--- config.mk ---
export PLATFORM = sky130hd
export DESIGN_NAME = uart_rx_param
export DESIGN_NICKNAME = d
export VERILOG_FILES = /design/src/rtl/uart_rx_param.sv
export SDC_FILE = /design/constraint.sdc
export NUM_CORES = 1
export LEC_CHECK = 0
export CORE_ASPECT_RATIO = 1.75
export CORE_UTILIZATION = 48
export DETAILED_ROUTE_END_ITERATION = 6
export HOLD_SLACK_MARGIN = 0.05
export PLACE_DENSITY_LB_ADDON = 0.12
export RECOVER_POWER = 100
export SETUP_SLACK_MARGIN = 0.2
export SLEW_MARGIN = 0
export SYNTH_ARGS = -nofsm -noshare
export SYNTH_HDL_FRONTEND = slang
export SYNTH_SLANG_ARGS = --single-unit
--- constraint.sdc ---
create_clock -name clk -period 1.84 [get_ports clk]
set_clock_uncertainty 0.1 [all_clocks]
set_input_delay 0.46 -clock clk [delete_from_list [all_inputs] [get_ports clk]]
set_output_delay 0.46 -clock clk [all_outputs]
set_load 0.005 [all_outputs]
--- src/rtl/uart_rx_param.sv ---
// uart_rx_param: parametrised UART receiver.
//   Synchronises and glitch-filters the raw serial line, times each bit with a
//   counter, deframes start/data/parity/stop and hands the word to a consumer
//   over a valid/ready handshake with framing, parity and overrun flags.
// Ports:
//   clk, rst     clock (rising edge) and synchronous active-high reset
//   data_raw     asynchronous serial line, idle high
//   data         synchronised and filtered line
//   state        FSM state: IDLE=0 START=1 DATA=2 PARITY=3 STOP=4
//   tmr          bit-timer value
//   rx_data      received word (LSB first on the line)
//   rx_valid     rx_data holds an unconsumed word
//   rx_ready     consumer accepts the word when rx_valid & rx_ready
//   frame_err    a stop bit of the word in rx_data was sampled 0
//   parity_err   the parity of the word in rx_data mismatched
//   overrun      1-cycle pulse: an unaccepted word was overwritten
module uart_rx_param #(
  parameter int unsigned BIT_CYCLES = 10,
  parameter int unsigned DATA_BITS  = 8,
  parameter int unsigned PARITY     = 0,
  parameter int unsigned STOP_BITS  = 1,
  parameter int unsigned FILTER_LEN = 3
) (
  input  logic                          clk,
  input  logic                          rst,
  input  logic                          data_raw,
  output logic                          data,
  output logic [2:0]                    state,
  output logic [$clog2(BIT_CYCLES)-1:0] tmr,
  output logic [DATA_BITS-1:0]          rx_data,
  output logic                          rx_valid,
  input  logic                          rx_ready,
  output logic                          frame_err,
  output logic                          parity_err,
  output logic                          overrun
);

  localparam int unsigned TW    = $clog2(BIT_CYCLES);
  localparam int unsigned CNT_W = 4;
  localparam logic [TW-1:0] TMR_LAST = TW'(BIT_CYCLES - 1);
  localparam logic [TW-1:0] TMR_MID  = TW'(BIT_CYCLES / 2 - 1);
  localparam logic          PAR_ODD  = (PARITY == 1);

  typedef enum logic [2:0] {
    S_IDLE   = 3'd0,
    S_START  = 3'd1,
    S_DATA   = 3'd2,
    S_PARITY = 3'd3,
    S_STOP   = 3'd4
  } state_e;

  // Front end
  logic [1:0]            sync_q;
  logic [FILTER_LEN-1:0] hist_q;
  logic [FILTER_LEN:0]   hist_ext;

  assign hist_ext = {hist_q, sync_q[1]};

  always_ff @(posedge clk) begin
    if (rst) begin
      sync_q <= '1;
      hist_q <= '1;
      data   <= 1'b1;
    end else begin
      sync_q <= {sync_q[0], data_raw};
      hist_q <= hist_ext[FILTER_LEN-1:0];
      if (&hist_q)
        data <= 1'b1;
      else if (~|hist_q)
        data <= 1'b0;
    end
  end

  // Deframing FSM
  state_e               st_q, st_n;
  logic [TW-1:0]        tmr_q, tmr_n;
  logic [CNT_W-1:0]     cnt_q, cnt_n;
  logic [DATA_BITS-1:0] shift_q, shift_n;
  logic                 pe_q, pe_n;
  logic                 fe_q, fe_n;
  logic                 armed_q, armed_n;
  logic                 deliver;

  assign state = st_q;
  assign tmr   = tmr_q;

  always_ff @(posedge clk) begin
    if (rst) begin
      st_q    <= S_IDLE;
      tmr_q   <= '0;
      cnt_q   <= '0;
      shift_q <= '0;
      pe_q    <= 1'b0;
      fe_q    <= 1'b0;
      armed_q <= 1'b1;
    end else begin
      st_q    <= st_n;
      tmr_q   <= tmr_n;
      cnt_q   <= cnt_n;
      shift_q <= shift_n;
      pe_q    <= pe_n;
      fe_q    <= fe_n;
      armed_q <= armed_n;
    end
  end

  // armed_q blocks a new start until the line has been seen high after a
  // delivery, so a held-low break yields one word and then waits.
  always_comb begin
    st_n    = st_q;
    tmr_n   = (tmr_q == TMR_LAST) ? '0 : tmr_q + 1'b1;
    cnt_n   = cnt_q;
    shift_n = shift_q;
    pe_n    = pe_q;
    fe_n    = fe_q;
    armed_n = armed_q;
    deliver = 1'b0;
    case (st_q)
      S_IDLE: begin
        tmr_n = '0;
        if (data)
          armed_n = 1'b1;
        if (!data && armed_q) begin
          st_n = S_START;
          pe_n = 1'b0;
          fe_n = 1'b0;
        end
      end
      S_START: begin
        if (tmr_q == TMR_MID) begin
          tmr_n = '0;
          cnt_n = '0;
          st_n  = data ? S_IDLE : S_DATA;
        end
      end
      S_DATA: begin
        if (tmr_q == TMR_LAST) begin
          shift_n = {data, shift_q[DATA_BITS-1:1]};
          if (cnt_q == CNT_W'(DATA_BITS - 1)) begin
            cnt_n = '0;
            st_n  = (PARITY != 0) ? S_PARITY : S_STOP;
          end else begin
            cnt_n = cnt_q + 1'b1;
          end
        end
      end
      S_PARITY: begin
        if (tmr_q == TMR_LAST) begin
          if (data != ((^shift_q) ^ PAR_ODD))
            pe_n = 1'b1;
          cnt_n = '0;
          st_n  = S_STOP;
        end
      end
      S_STOP: begin
        if (tmr_q == TMR_LAST) begin
          if (!data)
            fe_n = 1'b1;
          if (cnt_q == CNT_W'(STOP_BITS - 1)) begin
            deliver = 1'b1;
            armed_n = 1'b0;
            cnt_n   = '0;
            tmr_n   = '0;
            st_n    = S_IDLE;
          end else begin
            cnt_n = cnt_q + 1'b1;
          end
        end
      end
      default: begin
        st_n  = S_IDLE;
        tmr_n = '0;
      end
    endcase
  end

  // Delivery and handshake
  always_ff @(posedge clk) begin
    if (rst) begin
      rx_data    <= '0;
      rx_valid   <= 1'b0;
      frame_err  <= 1'b0;
      parity_err <= 1'b0;
      overrun    <= 1'b0;
    end else begin
      overrun <= 1'b0;
      if (deliver) begin
        rx_data    <= shift_q;
        frame_err  <= fe_n;
        parity_err <= pe_q;
        rx_valid   <= 1'b1;
        overrun    <= rx_valid & ~rx_ready;
      end else if (rx_valid && rx_ready) begin
        rx_valid <= 1'b0;
      end
    end
  end

endmodule

==> results of run 1 <==
==> flip-flops by register name, summed over array words and instances, names as in the netlist <==
register and cells:
sync_q 2, pe_q 1, fe_q 1, state 3, parity_err 1, frame_err 1, armed_q 1, tmr 4
data 1, overrun 1, shift_q 8, rx_data 8, hist_q 3, cnt_q 4, rx_valid 1
==> where the power goes <==
group / internal, mW / leakage [nW] / switching (mW)
sequential: 0.862 / 0.329 / 0.000950
clock: 0.258 / 0.0410 / 0.294
combinational: 0.0139 / 0.694 / 0.0156
total: 1.13 / 1.06 / 0.311
==> cells by family (layout without fill, tap and decap cells) <==
family	Yosys count	count (layout)	synth area share
xor gates and xnor gates	11	11	0.0545
adders and majority gates	5	5	0.0354
DFF	40	40	0.453
muxes	9	9	0.0510
buffers and inverters	19	66	0.0602
AOI/OAI and AO/OA	34	34	0.116
and+or+nand+nor	78	79	0.229
==> layout make-up <==
cell class | count | area (um2) | share of cell area
sequential | 40 | 822 | 0.339
tap | 45 | 56.3 | 0.0232
clock inverter | 1 | 5.00 | 0.00206
clock buffer | 6 | 72.6 | 0.0299
multi-input combinational | 138 | 1000 | 0.412
timing repair buffer | 53 | 445 | 0.184
inverter | 6 | 25.0 | 0.0103
==> stage by stage <==
| step | std cells | instance area, um2 | setup TNS [ps] |
|---|---|---|---|
| after global routing | 289 | 2430 | -460 |
| after floorplan | 196 | 1780 | 0 |
| after detailed placement | 266 | 2090 | -368 |
| after CTS | 281 | 2270 | -11.8 |
| after global placement | 266 | 2090 | -9.14 |
| final | 289 | 2430 | -97.2 |
==> cell usage in the layout, fill, tap and decap left out, drive strengths merged, types with 2 or more instances in the layout <==
| master | instances |
|---|---|
| dfxtp | 40 |
| buf | 30 |
| nor2 | 24 |
| a21oi | 21 |
| dlygate4sd2 | 19 |
| nand2 | 19 |
| nand3 | 11 |
| mux2i | 9 |
| xnor2 | 8 |
| or2 | 8 |
| clkbuf | 6 |
| inv | 6 |
| o21ai | 5 |
| ha | 5 |
| nand3b | 3 |
| xor2 | 3 |
| nor3b | 2 |
| nand2b | 2 |
| clkdlybuf4s50 | 2 |
| o21a | 2 |
| a31oi | 2 |
| nor3 | 2 |
==> what timing repair did <==
item / CTS / global route
pin swaps: 6 / 21
cloned: 1 / 0
endpoints found under the setup margin: 38 / 31
buffers inserted: 7 / 8
gates resized for setup: 46 / 26
==> final timing paths <==
kind / startpoint / endpoint / slack (ps) / depth (start not counted)
setup reg to reg: cnt_q[1] / state[1] / -50 / 7
hold / removal: sync_q[0] / sync_q[1] / 320 / 1
setup / recovery: cnt_q[1] / state[1] / -50 / 7
hold reg to reg: sync_q[0] / sync_q[1] / 320 / 1
==> routing by layer <==
layer | global-route usage | wire length [um] | up-vias | share of wire
li1 | - | - | 753 | -
met2 | 0.420 | 2470 | 45 | 0.58
met5 | 0 | 0 | - | 0
met1 | 0.219 | 1510 | 719 | 0.35
met4 | 0.119 | 140 | 0 | 0.033
met3 | 0.0500 | 150 | 20 | 0.035
==> impl_metrics.yaml, run 1 <==
yosys:
  syn_area_mm2: 0.00177
  ys.flop_type: "dfxtp_1"
  ys_seq_area_frac: 0.453
  syn_avg_cell_area_um2: 9.01
  synth_area_leaders: "dfxtp_1, a21oi_1, mux2i_1"
  synthCells: 196
  yosysUniqueCellTypes: 38
  ys_warn_count: 0
  synthTopCellsByCount: "dfxtp_1, nor2_1, a21oi_1, nand2_1, nand3_1"
  yosysMostFrequentCell: "dfxtp_1"
  synth_edf_count: 0
  syn_nets: 205
  async_reset_ff_frac: 0
  synth-seq-cells: 40
  synth_top_area_frac: 0.453
  synth_top_area_cell: "dfxtp_1"
power_and_ir_drop:
  ir_drop_uv: 533
  design_power_total_mw: 1.44
  p_per_area_mw_per_mm2: 595
  p_leak_nw: 1.06
finish:
  final_util: 0.707
  fin_nets: 253
  drive_gt1_frac: 0.332
  n_antenna_cell: 0
  fillCellCount: 295
  syn_to_final_growth_pct: 37.4
setup_path:
  critPathCaptureType: "flip-flop"
  arrival_ps: 2010
  critPathTopFamily: "simple AND/OR/NAND/NOR gates"
  cp.buffers_inverters: 1
  max_stage_delay_ps: 390
  worst-endpoint-required_ps: 1960
  cp-start-kind: "flip-flop"
  crit_type: "reg -> reg"
  cp_max_fo: 3
  path_cells: "inv_2 -> ha_2 -> or3b_4 -> a22oi_2 -> o221ai_2 -> or2_1 -> a21oi_1"
  slowest_stage: "or3b_4"
sta:
  setup_slack_ps: -51.1
  maxSlewHeadroom: 0.730
  rsz0062_at_grt: "yes"
  period_needed_ps: 1890
  fmax_mhz: 529
  timing.hold.ws_ps: 317
  worstMarginPinSlew_ps: 404
  report.final.slew_viol_count: 0
  fin_crit_sh: 1.03
  finalSetupViolCount: 2
  hold_viol: 0
status:
  violations: "setup timing"
  status: "finished, violations left"
routing:
  antenna_left: 0
  drt-total-wl_um: 4270
  dr.pass1.iters: 4
  vias: 1537
  drt_iter0_markers: 49
  drc: 0
  vias_per_cell: 5.32
  wire_per_inst_um: 14.8
die:
  core-area_mm2: 0.00343
  fp-row-count: 28
  die_area_mm2: 0.00394
  chipHeight_um: 82.3
  fp.dieW_um: 47.9
  ios: 24
  start_util: 0.515
placed_design:
  numPortBuffers: 23
  pre_cts_ws_ps: -65.1
  gp_congestion: 0.917
  place_hpwl_um: 2730
cts:
  cts-root-buf: "clkbuf_8"
  clkTransAtPathRegs_ps: 70
  insertion_delay_ps: 290
  cts_buffers: 5
  clock-sinks: 40
  clockBufferDepth: 2
  cts_tree: "yes"
  hold_buffers: 0
  htreeDepth: 2
global_routing:
  overflow: 0
  antenna_found_initial: 0
  grt_max_degree: 17
  grt_usage: 0.229
  grt_pass1_wl_um: 6220
  grt_pass1_vias: 1398
min_path:
  hold_class: "reg -> reg"
run:
  drv_cap: 0
No activity file was read; power rests on OpenSTA's default activity.
==> run 2, diff against run 1 <==
--- a/config.mk
+++ b/config.mk
@@ -6,8 +6,10 @@
 export NUM_CORES = 1
 export LEC_CHECK = 0
 export CORE_ASPECT_RATIO = 1.75
-export CORE_UTILIZATION = 48
+export CORE_MARGIN = 2
+export CORE_UTILIZATION = 55
 export DETAILED_ROUTE_END_ITERATION = 6
+export DONT_BUFFER_PORTS = 1
 export HOLD_SLACK_MARGIN = 0.05
 export PLACE_DENSITY_LB_ADDON = 0.12
 export RECOVER_POWER = 100
==> impl_metrics.yaml, run 2 (same netlist as run 1, synthesis figures left out) <==
power_and_ir_drop:
  ir_drop_uv: 580
  design_power_total_mw: 1.56
  p_leak_nw: 0.807
  p_per_area_mw_per_mm2: 761
die:
  fp-row-count: 27
  chipHeight_um: 79.0
  core-area_mm2: 0.00311
  die_area_mm2: 0.00370
  start_util: 0.568
  ios: 24
  fp.dieW_um: 46.8
sta:
  rsz0062_at_grt: "yes"
  finalSetupViolCount: 0
  maxSlewHeadroom: 0.683
  worstMarginPinSlew_ps: 471
  hold_viol: 0
  fmax_mhz: 561
  fin_tns_setup_ps: 0
  fin_crit_sh: 0.969
  period_needed_ps: 1780
  report.final.slew_viol_count: 0
finish:
  drive_gt1_frac: 0.275
  syn_to_final_growth_pct: 16.1
  final_common_cell: "dfxtp_1"
  n_antenna_cell: 0
  reg.largest.list: "rx_data (8), shift_q (8)"
  most-common-layout-cells: "dfxtp_1, nor2_1, a21oi_1"
  finalInstanceArea_mm2: 0.00205
  fin_nets: 219
  fillCellCount: 270
global_routing:
  grt_pass1_wl_um: 5840
  grt_usage: 0.218
  grt_max_degree: 39
  overflow: 0
  grt_pass1_vias: 1323
  antenna_found_initial: 0
setup_path:
  arrival_ps: 1910
  worst-endpoint-required_ps: 1960
  crit_type: "reg -> reg"
  cp_max_fo: 6
  critPathCaptureType: "flip-flop"
  cp-start-kind: "flip-flop"
cts:
  htreeDepth: 2
  clockBufferDepth: 2
  cts_tree: "yes"
  cts-root-buf: "clkbuf_8"
  insertion_delay_ps: 290
  cts_buffers: 5
  clock-sinks: 40
  clkTransAtPathRegs_ps: 80
  hold_buffers: 0
routing:
  dr.pass1.iters: 4
  antenna_left: 0
  wire_per_inst_um: 14.2
  vias_per_cell: 5.37
  vias: 1363
  drt-total-wl_um: 3610
  drc: 0
  drt_iter0_markers: 28
run:
  drv_cap: 0
min_path:
  hold_class: "in -> reg"
placed_design:
  dpl-instance-area_mm2: 0.00185
  place_hpwl_um: 2490
  numPortBuffers: 0
  gp_congestion: 0.897
status:
  status: "finished clean"
## run 2: cell count changes in the layout (fill, tap and decap cells not counted), sizes merged
cell and delta:
bufinv +1, buf -13, dlygate4sd3 -1, clkdlybuf4s50 -2, dlygate4sd2 -19, dlymetal6s2s -1
clkbuf +2
## run 2: final timing paths
| kind | from | depth (start not counted) | end | slack [ps] |
|---|---|---|---|---|
| max | state[0] | 6 | cnt_q[3] | 60 |
| max reg2reg | state[0] | 6 | cnt_q[3] | 60 |
| min reg2reg | sync_q[0] | 1 | sync_q[1] | 310 |
| min | rst | 1 | cnt_q[1] | 130 |
## run 2: layer usage
layer / GRT usage / share of wire
met5: 0 / 0
met4: 0.111 / 0.027
met3: 0.0591 / 0.036
met2: 0.375 / 0.58
met1: 0.225 / 0.36
## run 2: power by group
| part | total, mW | switching, mW | internal, mW |
|---|---|---|---|
| registers | 0.866 | 0.000977 | 0.865 |
| logic | 0.00484 | 0.000876 | 0.00396 |
| clock network | 0.690 | 0.288 | 0.402 |
## run 2: through the flow
stage,utilization,std cells,hold slack (ps),setup WS (ps)
after CTS,0.654,254,117,46.2
after floorplan,-,196,289,86.8
after detailed placement,0.596,240,300,-26.8
after global placement,0.596,240,293,-23.2
final,0.660,254,131,57.6
after global routing,0.660,254,112,-31.4
## run 2: timing repair
action	in CTS	in global routing
setup endpoints to repair	27	33
resized for setup	14	12
pin swaps	5	5
gates cloned	1	0
buffers inserted	5	0
## run 2: area by class of cell
| type | count | area, um2 | share of cell area |
|---|---|---|---|
| timing repair buffer | 19 | 136 | 0.0665 |
| clock inverter | 2 | 35.0 | 0.0171 |
| clock buffer | 6 | 72.6 | 0.0354 |
| sequential | 40 | 813 | 0.397 |
| tap | 43 | 53.8 | 0.0262 |
| inverter | 6 | 22.5 | 0.0110 |
| multi-input combinational | 138 | 917 | 0.447 |
## run 2: critical path: stages, from the launching register on
cell and delay [ps]:
dfxtp_4 380, nor3b_4 300, buf_4 180, a22oi_2 80, buf_4 150, or4_1 390
a21oi_1 130
==> run 3, diff against run 2 <==
--- a/config.mk
+++ b/config.mk
@@ -7,7 +7,7 @@
 export LEC_CHECK = 0
 export CORE_ASPECT_RATIO = 1.75
 export CORE_MARGIN = 2
-export CORE_UTILIZATION = 55
+export CORE_UTILIZATION = 45
 export DETAILED_ROUTE_END_ITERATION = 6
 export DONT_BUFFER_PORTS = 1
 export HOLD_SLACK_MARGIN = 0.05
==> impl_metrics.yaml, run 3 (same netlist as run 1, synthesis figures left out) <==
status:
  status: "finished clean"
setup_path:
  cp.buffers_inverters: 2
  crit_type: "reg -> reg"
  r2r-start: "state[2]"
  max_stage_delay_ps: 410
  arrival_ps: 1910
  ff2ff_path_depth: 6
  worst-endpoint-required_ps: 1950
  cp-start-kind: "flip-flop"
  critPathCaptureType: "flip-flop"
  critPathTopFamily: "simple AND/OR/NAND/NOR gates"
  setup.worst_path.start: "state[2]"
  path_depth: 6
  cp_max_fo: 7
  slowest_stage: "or4_1"
  path_cells: "clkbuf_2 -> nor3b_4 -> a22oi_2 -> buf_4 -> or4_1 -> a21oi_1"
sta:
  report.final.slew_viol_count: 0
  rsz0062_at_grt: "yes"
  hold_viol: 0
  worstMarginPinSlew_ps: 525
  maxSlewHeadroom: 0.646
  period_needed_ps: 1790
  timing.hold.ws_ps: 133
  fmax_mhz: 557
  finalSetupViolCount: 0
  fin_crit_sh: 0.975
min_path:
  hold_class: "in -> reg"
  min_from: "rst"
  whs_path_depth: 1
cts:
  clockBufferDepth: 2
  cts_tree: "yes"
  clock-sinks: 40
  insertion_delay_ps: 280
  cts-root-buf: "clkbuf_8"
  cts_buffers: 5
  htreeDepth: 2
  clkTransAtPathRegs_ps: 70
  hold_buffers: 0
placed_design:
  gp_congestion: 0.892
  numPortBuffers: 0
  place_hpwl_um: 2600
  place_inst: 244
finish:
  fin_nets: 217
  final_util: 0.524
  reg.largest.list: "rx_data (8), shift_q (8)"
  final_common_cell: "dfxtp_1"
  most-common-layout-cells: "dfxtp_1, nor2_1, a21oi_1"
  drive_gt1_frac: 0.225
  finalNonFillerCells: 257
  syn_to_final_growth_pct: 13.5
  n_antenna_cell: 0
routing:
  vias_per_cell: 5.30
  drt-total-wl_um: 3550
  dr.pass1.iters: 4
  antenna_left: 0
  wire_per_inst_um: 13.8
  vias: 1363
  drc: 0
  drt_iter0_markers: 19
global_routing:
  grt_max_degree: 39
  grt_pass1_vias: 1343
  grt_pass1_wl_um: 6010
  antenna_found_initial: 0
  grt_usage: 0.179
  overflow: 0
die:
  fp-row-count: 30
  fp.dieW_um: 51.4
  die_area_mm2: 0.00446
  chipHeight_um: 86.9
  start_util: 0.461
  core-area_mm2: 0.00383
  ios: 24
run:
  drv_cap: 0
power_and_ir_drop:
  ir_drop_uv: 760
  p_per_area_mw_per_mm2: 782
  p_leak_nw: 0.785
run 3: cell types whose count changed in the layout (fill, tap and decap cells not counted), moves of 2 or more:
cell	delta
clkbuf_1	+2
or2_4	-2
buf_4	-4
dfxtp_1	+4
dfxtp_2	-3
run 3: layout make-up:
cell class	instances	area, um2
clock buffers	6	72.6
multi-input cells	137	890
fillers	387	1820
well taps	48	60.1
repair buffers	18	119
flip-flops and latches	40	806
clock inverters	2	35.0
inverters	6	22.5
run 3: report_power, final:
part | total [mW] | leakage, nW | switching [mW] | internal [mW]
Clock | 0.696 | 0.0552 | 0.293 | 0.402
Combinational | 0.00471 | 0.405 | 0.000785 | 0.00393
Sequential | 0.868 | 0.324 | 0.00114 | 0.866
Total | 1.57 | 0.785 | 0.295 | 1.27
run 3: per-layer routing:
layer  track usage  share of wire  vias up
li1              -              -      679
met1         0.176           0.37      651
met3        0.0464          0.034        7
met4        0.0813          0.018        0
met5             0              0        -
met2         0.338           0.58       26
run 3: path summary, 6_finish.rpt:
| path | to | slack, ps |
|---|---|---|
| worst max register to register | cnt_q[3] | 50 |
| worst min register to register | hist_q[0] | 310 |
| worst max-delay path | cnt_q[3] | 50 |
| worst min-delay path | state[0] | 130 |
run 3: worst reg2reg max path, stage by stage (launching register included):
cell	delay, ps
dfxtp_1	350
clkbuf_2	210
nor3b_4	270
a22oi_2	100
buf_4	150
or4_1	410
a21oi_1	150
run 3: stage by stage:
| step | setup TNS [ps] | setup WS, ps | total power [mW] | area (um2) |
|---|---|---|---|---|
| CTS | 0 | 35.2 | 1.59 | 2000 |
| detailed placement | -425 | -59.7 | 0.893 | 1850 |
| floorplan | 0 | 86.8 | 0.902 | 1780 |
| global route | -215 | -43.2 | 1.64 | 2000 |
| global placement | -46.2 | -37.6 | 0.892 | 1850 |
| finish | 0 | 45.9 | 1.57 | 2000 |
run 3: timing repair:
action	CTS	global route
endpoints found under the setup margin	18	33
pin swaps	5	4
cloned	0	0
buffers inserted	5	0
resized for setup	5	7
